File: src/rtl/instr_fetch_unit_if.sv
// Fetch-unit bus bundle: instruction-memory request/response channel plus
// the valid/stall handshake and redirect inputs from the decode stage.
// The master modport is the fetch unit; the slave modport is its environment
// (memory model and decode stage together).
interface instr_fetch_unit_if #(
  parameter int ADDR_W = 16,
  parameter int DATA_W = 16
);
  // Instruction-memory channel
  logic              mem_req;
  logic [ADDR_W-1:0] mem_addr;
  logic              mem_ack;
  logic [DATA_W-1:0] mem_rdata;

  // Control inputs from decode
  logic              stall;
  logic              redirect;
  logic [ADDR_W-1:0] redirect_pc;

  // Instruction stream toward decode
  logic [DATA_W-1:0] instr;
  logic              instr_valid;
  logic [ADDR_W-1:0] instr_pc;
  logic [ADDR_W-1:0] instr_pc_plus2;
  logic              halted;

  modport master (
    output mem_req, mem_addr,
    input  mem_ack, mem_rdata,
    input  stall, redirect, redirect_pc,
    output instr, instr_valid, instr_pc, instr_pc_plus2, halted
  );

  modport slave (
    input  mem_req, mem_addr,
    output mem_ack, mem_rdata,
    output stall, redirect, redirect_pc,
    input  instr, instr_valid, instr_pc, instr_pc_plus2, halted
  );
endinterface

File: src/rtl/instr_fetch_unit.sv
// Instruction fetch unit: owns the PC, keeps at most one read outstanding to a
// variable-latency instruction memory, and buffers one instruction toward
// decode with a valid/stall handshake. Redirects (taken branches) refetch from
// redirect_pc; an in-flight read overtaken by a redirect is killed so its data
// is dropped. Fetch stops after an HLT (opcode 4'hF) until the next redirect.
//
// Optional feature macro FETCH_PERF_CNT_EN: when defined, adds the saturating
// perf_wait_cycles and perf_kill_count outputs.
module instr_fetch_unit #(
  parameter int                ADDR_W   = 16,
  parameter int                DATA_W   = 16,
  parameter logic [ADDR_W-1:0] RESET_PC = '0
) (
  input  logic               clk,
  input  logic               rst_n,
  instr_fetch_unit_if.master bus
`ifdef FETCH_PERF_CNT_EN
  ,
  output logic [15:0]        perf_wait_cycles,
  output logic [15:0]        perf_kill_count
`endif
);

  typedef enum logic [1:0] {
    ST_FETCH  = 2'd0,
    ST_WAIT   = 2'd1,
    ST_HALTED = 2'd2
  } state_t;

  localparam logic [3:0] OPC_HLT = 4'hF;

  state_t            r_state;
  logic [ADDR_W-1:0] r_pc;
  logic              r_kill;
  logic [DATA_W-1:0] r_instr;
  logic [ADDR_W-1:0] r_instr_pc;
  logic              r_instr_valid;
  logic              r_halted;

  logic              w_can_issue;
  logic              w_consume;
  logic              w_ack_accept;
  logic              w_ack_discard;
  logic              w_is_hlt;
  logic [ADDR_W-1:0] w_pc_plus2;

  // A new fetch may start when the buffer is empty or is drained this cycle;
  // with a single outstanding read this guarantees the ack finds room.
  assign w_can_issue   = !r_instr_valid || !bus.stall;
  assign w_consume     = r_instr_valid && !bus.stall;
  assign w_ack_accept  = (r_state == ST_WAIT) && bus.mem_ack && !bus.redirect && !r_kill;
  assign w_ack_discard = (r_state == ST_WAIT) && bus.mem_ack && (bus.redirect || r_kill);
  assign w_is_hlt      = (bus.mem_rdata[DATA_W-1 -: 4] == OPC_HLT);
  assign w_pc_plus2    = r_pc + ADDR_W'(2);

  assign bus.mem_req        = (r_state == ST_FETCH) && w_can_issue && !bus.redirect;
  assign bus.mem_addr       = r_pc;
  assign bus.instr          = r_instr;
  assign bus.instr_valid    = r_instr_valid;
  assign bus.instr_pc       = r_instr_pc;
  assign bus.instr_pc_plus2 = r_instr_pc + ADDR_W'(2);
  assign bus.halted         = r_halted;

  // Fetch FSM together with the PC, kill flag and the one-entry output buffer.
  // NOTE: all state here uses non-blocking assignments and a synchronous reset
  // tested first, so every register sees pre-edge values and reset wins.
  always_ff @(posedge clk) begin
    if (!rst_n) begin
      r_state       <= ST_FETCH;
      r_pc          <= RESET_PC;
      r_kill        <= 1'b0;
      r_instr       <= '0;
      r_instr_pc    <= '0;
      r_instr_valid <= 1'b0;
      r_halted      <= 1'b0;
    end else begin
      // Output buffer: a redirect flushes it ahead of both load and hold.
      if (bus.redirect) begin
        r_instr_valid <= 1'b0;
      end else if (w_ack_accept) begin
        r_instr_valid <= 1'b1;
        r_instr       <= bus.mem_rdata;
        r_instr_pc    <= r_pc;
      end else if (w_consume) begin
        r_instr_valid <= 1'b0;
      end

      case (r_state)
        ST_FETCH: begin
          if (bus.redirect) begin
            r_pc <= bus.redirect_pc;
          end else if (w_can_issue) begin
            r_state <= ST_WAIT;
          end
        end

        ST_WAIT: begin
          if (w_ack_accept) begin
            r_pc <= w_pc_plus2;
            if (w_is_hlt) begin
              r_state  <= ST_HALTED;
              r_halted <= 1'b1;
            end else begin
              r_state <= ST_FETCH;
            end
          end else if (w_ack_discard) begin
            // Stale data from a read the PC has already moved past.
            r_kill  <= 1'b0;
            r_state <= ST_FETCH;
            if (bus.redirect) begin
              r_pc <= bus.redirect_pc;
            end
          end else if (bus.redirect) begin
            // Read still in flight: remember to drop its ack.
            r_kill <= 1'b1;
            r_pc   <= bus.redirect_pc;
          end
        end

        ST_HALTED: begin
          // A redirect here cancels an HLT fetched down a taken branch's shadow.
          if (bus.redirect) begin
            r_pc     <= bus.redirect_pc;
            r_state  <= ST_FETCH;
            r_halted <= 1'b0;
          end
        end

        default: begin
          r_state <= ST_FETCH;
        end
      endcase
    end
  end

`ifdef FETCH_PERF_CNT_EN
  logic [15:0] r_perf_wait;
  logic [15:0] r_perf_kill;

  // Saturating counters of cycles spent waiting on memory and of dropped acks.
  always_ff @(posedge clk) begin
    if (!rst_n) begin
      r_perf_wait <= '0;
      r_perf_kill <= '0;
    end else begin
      if ((r_state == ST_WAIT) && (r_perf_wait != 16'hFFFF)) begin
        r_perf_wait <= r_perf_wait + 16'd1;
      end
      if (w_ack_discard && (r_perf_kill != 16'hFFFF)) begin
        r_perf_kill <= r_perf_kill + 16'd1;
      end
    end
  end

  assign perf_wait_cycles = r_perf_wait;
  assign perf_kill_count  = r_perf_kill;
`endif

endmodule

File: src/flat_wrapper.sv
// flat-port wrapper written by rule: the top's interface ports become plain ports
module instr_fetch_unit_flat 
#(
  parameter int                ADDR_W   = 16,
  parameter int                DATA_W   = 16,
  parameter logic [ADDR_W-1:0] RESET_PC = '0
)
  (clk, rst_n, bus_mem_req, bus_mem_addr, bus_mem_ack, bus_mem_rdata, bus_stall, bus_redirect, bus_redirect_pc, bus_instr, bus_instr_valid, bus_instr_pc, bus_instr_pc_plus2, bus_halted);
  instr_fetch_unit_if #(.ADDR_W(ADDR_W), .DATA_W(DATA_W)) bus_i ();
  input  logic clk;
  input  logic rst_n;
  output wire logic [$bits(bus_i.mem_req)-1:0] bus_mem_req;
  output wire logic [$bits(bus_i.mem_addr)-1:0] bus_mem_addr;
  input wire logic [$bits(bus_i.mem_ack)-1:0] bus_mem_ack;
  input wire logic [$bits(bus_i.mem_rdata)-1:0] bus_mem_rdata;
  input wire logic [$bits(bus_i.stall)-1:0] bus_stall;
  input wire logic [$bits(bus_i.redirect)-1:0] bus_redirect;
  input wire logic [$bits(bus_i.redirect_pc)-1:0] bus_redirect_pc;
  output wire logic [$bits(bus_i.instr)-1:0] bus_instr;
  output wire logic [$bits(bus_i.instr_valid)-1:0] bus_instr_valid;
  output wire logic [$bits(bus_i.instr_pc)-1:0] bus_instr_pc;
  output wire logic [$bits(bus_i.instr_pc_plus2)-1:0] bus_instr_pc_plus2;
  output wire logic [$bits(bus_i.halted)-1:0] bus_halted;
  assign bus_mem_req = bus_i.mem_req;
  assign bus_mem_addr = bus_i.mem_addr;
  assign bus_i.mem_ack = bus_mem_ack;
  assign bus_i.mem_rdata = bus_mem_rdata;
  assign bus_i.stall = bus_stall;
  assign bus_i.redirect = bus_redirect;
  assign bus_i.redirect_pc = bus_redirect_pc;
  assign bus_instr = bus_i.instr;
  assign bus_instr_valid = bus_i.instr_valid;
  assign bus_instr_pc = bus_i.instr_pc;
  assign bus_instr_pc_plus2 = bus_i.instr_pc_plus2;
  assign bus_halted = bus_i.halted;
  instr_fetch_unit #(.ADDR_W(ADDR_W), .DATA_W(DATA_W), .RESET_PC(RESET_PC)) u_core (.clk(clk), .rst_n(rst_n), .bus(bus_i));
endmodule
File: config.mk
export PLATFORM = sky130hd
export DESIGN_NAME = instr_fetch_unit_flat
export DESIGN_NICKNAME = d
export VERILOG_FILES = /design/src/rtl/instr_fetch_unit_if.sv /design/src/rtl/instr_fetch_unit.sv /design/src/flat_wrapper.sv
export SDC_FILE = /design/constraint.sdc
export NUM_CORES = 1
export LEC_CHECK = 0
export BUFFER_PORTS_ARGS = -buffer_cell sky130_fd_sc_hd__buf_4
export CAP_MARGIN = 10
export CORE_MARGIN = 5
export CORE_UTILIZATION = 48
export CTS_CLUSTER_SIZE = 20
export DETAILED_ROUTE_END_ITERATION = 8
export PLACE_DENSITY = 0.88
export REMOVE_ABC_BUFFERS = 1
export SLEW_MARGIN = 20
export SYNTH_ARGS = -nofsm -noshare
export SYNTH_HDL_FRONTEND = slang
export SYNTH_SLANG_ARGS = --single-unit
File: constraint.sdc
create_clock -name clk -period 2.7 [get_ports clk]
set_clock_uncertainty 0.2 [all_clocks]
set_input_delay 0 -clock clk [delete_from_list [all_inputs] [get_ports clk]]
set_output_delay 0 -clock clk [all_outputs]
set_load 0.02 [all_outputs]
==> reports/qor.yml <==
run:
  max_cap_violations: 0
clock_tree:
  clk_pin_slew_ns: 0.09
  postCtsSetupBuffers: 0
  clk_latency_ns: 0.31
  numCtsBuffers: 5
  root_buffer: "clkbuf_8"
  clock-sinks: 53
  tritoncts: "done"
  clock_path_buffers: 2
  ctsHtreeMaxLevel: 2
global_route:
  antenna_found_initial: 1
  grt_pass1_wl_um: 13800
  grt_start_max_net_pins: 21
  grt_pass1_vias: 2907
  grt.overflow.total: 0
  track_usage: 0.239
detailed_routing:
  wl_per_cell_um: 16.2
  vias_per_cell: 5.75
  ant_nets: 0
  drcViolationCount: 0
  drt_iter0_markers: 366
  first_pass_iters: 6
  vias: 3072
  routed_wl_um: 8630
floorplanning:
  fp-row-count: 26
  initial_core_util: 0.499
  ios: 104
  coreArea_sq_mm: 0.00514
  die_w_um: 83.1
  dieHeight_um: 83.1
  dieArea_sq_mm: 0.00691
sta:
  finalCritPeriodShare: 0.941
  timing.fmax_ghz: 0.394
  relSlewSlack: 0.550
  tns_ns: 0
  final-hold-violation-count: 0
  drv_slew: 0
  tightest_slew_ns: 0.668
  fin_crit_ns: 2.54
  setup_violations: 0
  rsz0062_at_grt: "false"
place:
  gp_congestion: 0.910
  io_buffers: 103
  placed_cells_incl_taps: 486
  hpwl_um: 5680
  place_area_sq_mm: 0.00339
pwr:
  power_density_mw_per_mm2: 413
  p_total_uw: 1600
  ir_worst_vdd_mv: 0.290
  p_leak_uw: 0.00158
worst_setup_path:
  critPathMaxStageDelay_ns: 0.57
  criticalPathCategory: "primary input to flop"
  crit_path_max_fanout: 15
  path_cells: "dlygate4sd3_1 -> buf_4 -> or3b_2 -> nor2_4 -> buf_4 -> a21oi_1 -> nor3_1 -> dlygate4sd3_1"
  end_kind: "flop"
  arrival_ns: 2.60
  startpoint_type: "primary input"
  slowest_stage: "or3b_2"
  crit_required_ns: 2.76
  r2r_slack_ns: 0.24
synthesis:
  synth_flop_cell: "dfxtp_1"
  synth_cell_types: 52
  ys_warn_count: 0
  avgSynthCellArea_sq_um: 7.80
  yosysSeqAreaShare: 0.413
  synth_area_sq_mm: 0.00257
  synth-seq-cells: 53
  synth_edf_count: 0
  netlist.area_leader.share: 0.413
  netlist_instances: 329
  synth.largest_area_cell: "dfxtp_1"
  async_reset_ff_frac: 0
  yosys-top-cells-area: "dfxtp_1 (41%), nand2_1 (13%), a21oi_1 (8.8%)"
cells_and_area:
  final_nets: 502
  layout_commonest_cell: "buf_4"
  fillers: 376
  area_growth_pct: 51.1
  fin_area_sq_mm: 0.00388
  layout_common_cells: "buf_4 (109), nand2_1 (86), dfxtp_1 (53)"
  fin_cells: 534
  drive_gt1_frac: 0.272
  fin_util: 0.755
status:
  status: "finished, final reports clean"
worst_hold_path:
  hp-class: "flop to flop"
-- power breakdown --
group          switching, uW  internal, uW
clock network            260           203
registers               40.6           807
logic                    143           147
-- logic make-up after synthesis --
kind of cell | count (synthesis) | share of synthesized area
mux | 4 | 0.0156
xor+xnor | 16 | 0.0546
fa+ha+maj | 2 | 0.00975
buf+inv | 30 | 0.0502
flops | 53 | 0.413
compound gates | 83 | 0.199
simple gates | 141 | 0.257
-- per-layer routing --
| layer | global-route usage | vias up | share of wire |
|---|---|---|---|
| met5 | 0 | - | 0 |
| met4 | 0.116 | 0 | 0.049 |
| met3 | 0.0624 | 52 | 0.10 |
| met2 | 0.410 | 220 | 0.49 |
| met1 | 0.273 | 1383 | 0.36 |
| li1 | - | 1417 | - |
-- path summary, 6_finish.rpt --
check | from | to | cells after the start
min | u_core.bus.instr[2] | u_core.bus.instr[2] | 2
max reg2reg | u_core.r_kill | u_core.bus.instr_valid | 6
max | bus_redirect | u_core.bus.instr_valid | 8
min reg2reg | u_core.bus.instr[2] | u_core.bus.instr[2] | 2
-- critical path, delay by kind of cell --
kind                   cells  cell delay [ns]
buffers and inverters      4             1.53
AOI/OAI and AO/OA          1             0.05
and+or+nand+nor            3             1.01
-- flip-flops by register name, indices dropped and copies added (netlist names) --
signal and cells:
u_core.r_kill 1, u_core.bus.mem_addr 16, u_core.bus.instr_pc 16, u_core.r_state 2
u_core.bus.instr 16, u_core.bus.halted 1, u_core.bus.instr_valid 1
-- synth_stat cells, types with 2 or more instances --
cell type,number
nand2_1,86
a31oi_1,5
mux2i_1,4
o21ai_0,8
xor2_1,2
a21oi_1,45
and4_1,4
a22oi_1,4
clkbuf_1,13
nor3_1,5
xnor2_1,14
dfxtp_1,53
inv_1,7
or3_1,2
nor4_1,3
nor2_1,7
and3_1,5
o21a_1,3
or4_1,2
nand4_1,5
ha_1,2
a211oi_1,4
buf_4,2
buf_2,6
nand3_1,11
-- final cells by class --
cell class	instances	area (sq um)	share of cell area
diodes	1	2.50	0.000645
clock buffers	6	82.6	0.0213
clock inverters	1	7.51	0.00194
inverters	7	26.3	0.00677
multi-input cells	247	1380	0.356
flip-flops and latches	53	1060	0.274
well taps	70	87.6	0.0226
repair buffers	149	1230	0.317
-- per-stage QoR --
step	setup WS, ns	hold WS [ns]
4_1_cts	0.0714	0.263
3_5_place_dp	0.432	0.0288
2_1_floorplan	0.401	-0.121
6_report	0.159	0.265
3_3_place_gp	0.557	0.0253
5_1_grt	0.0244	0.289
-- timing repair --
item / in CTS / in global routing
hold buffers: 39 / 0
gates resized for setup: 0 / 0
endpoints found under the setup margin: 0 / 1
hold endpoints to repair: 37 / 0
(Power assumes the default switching activity.)
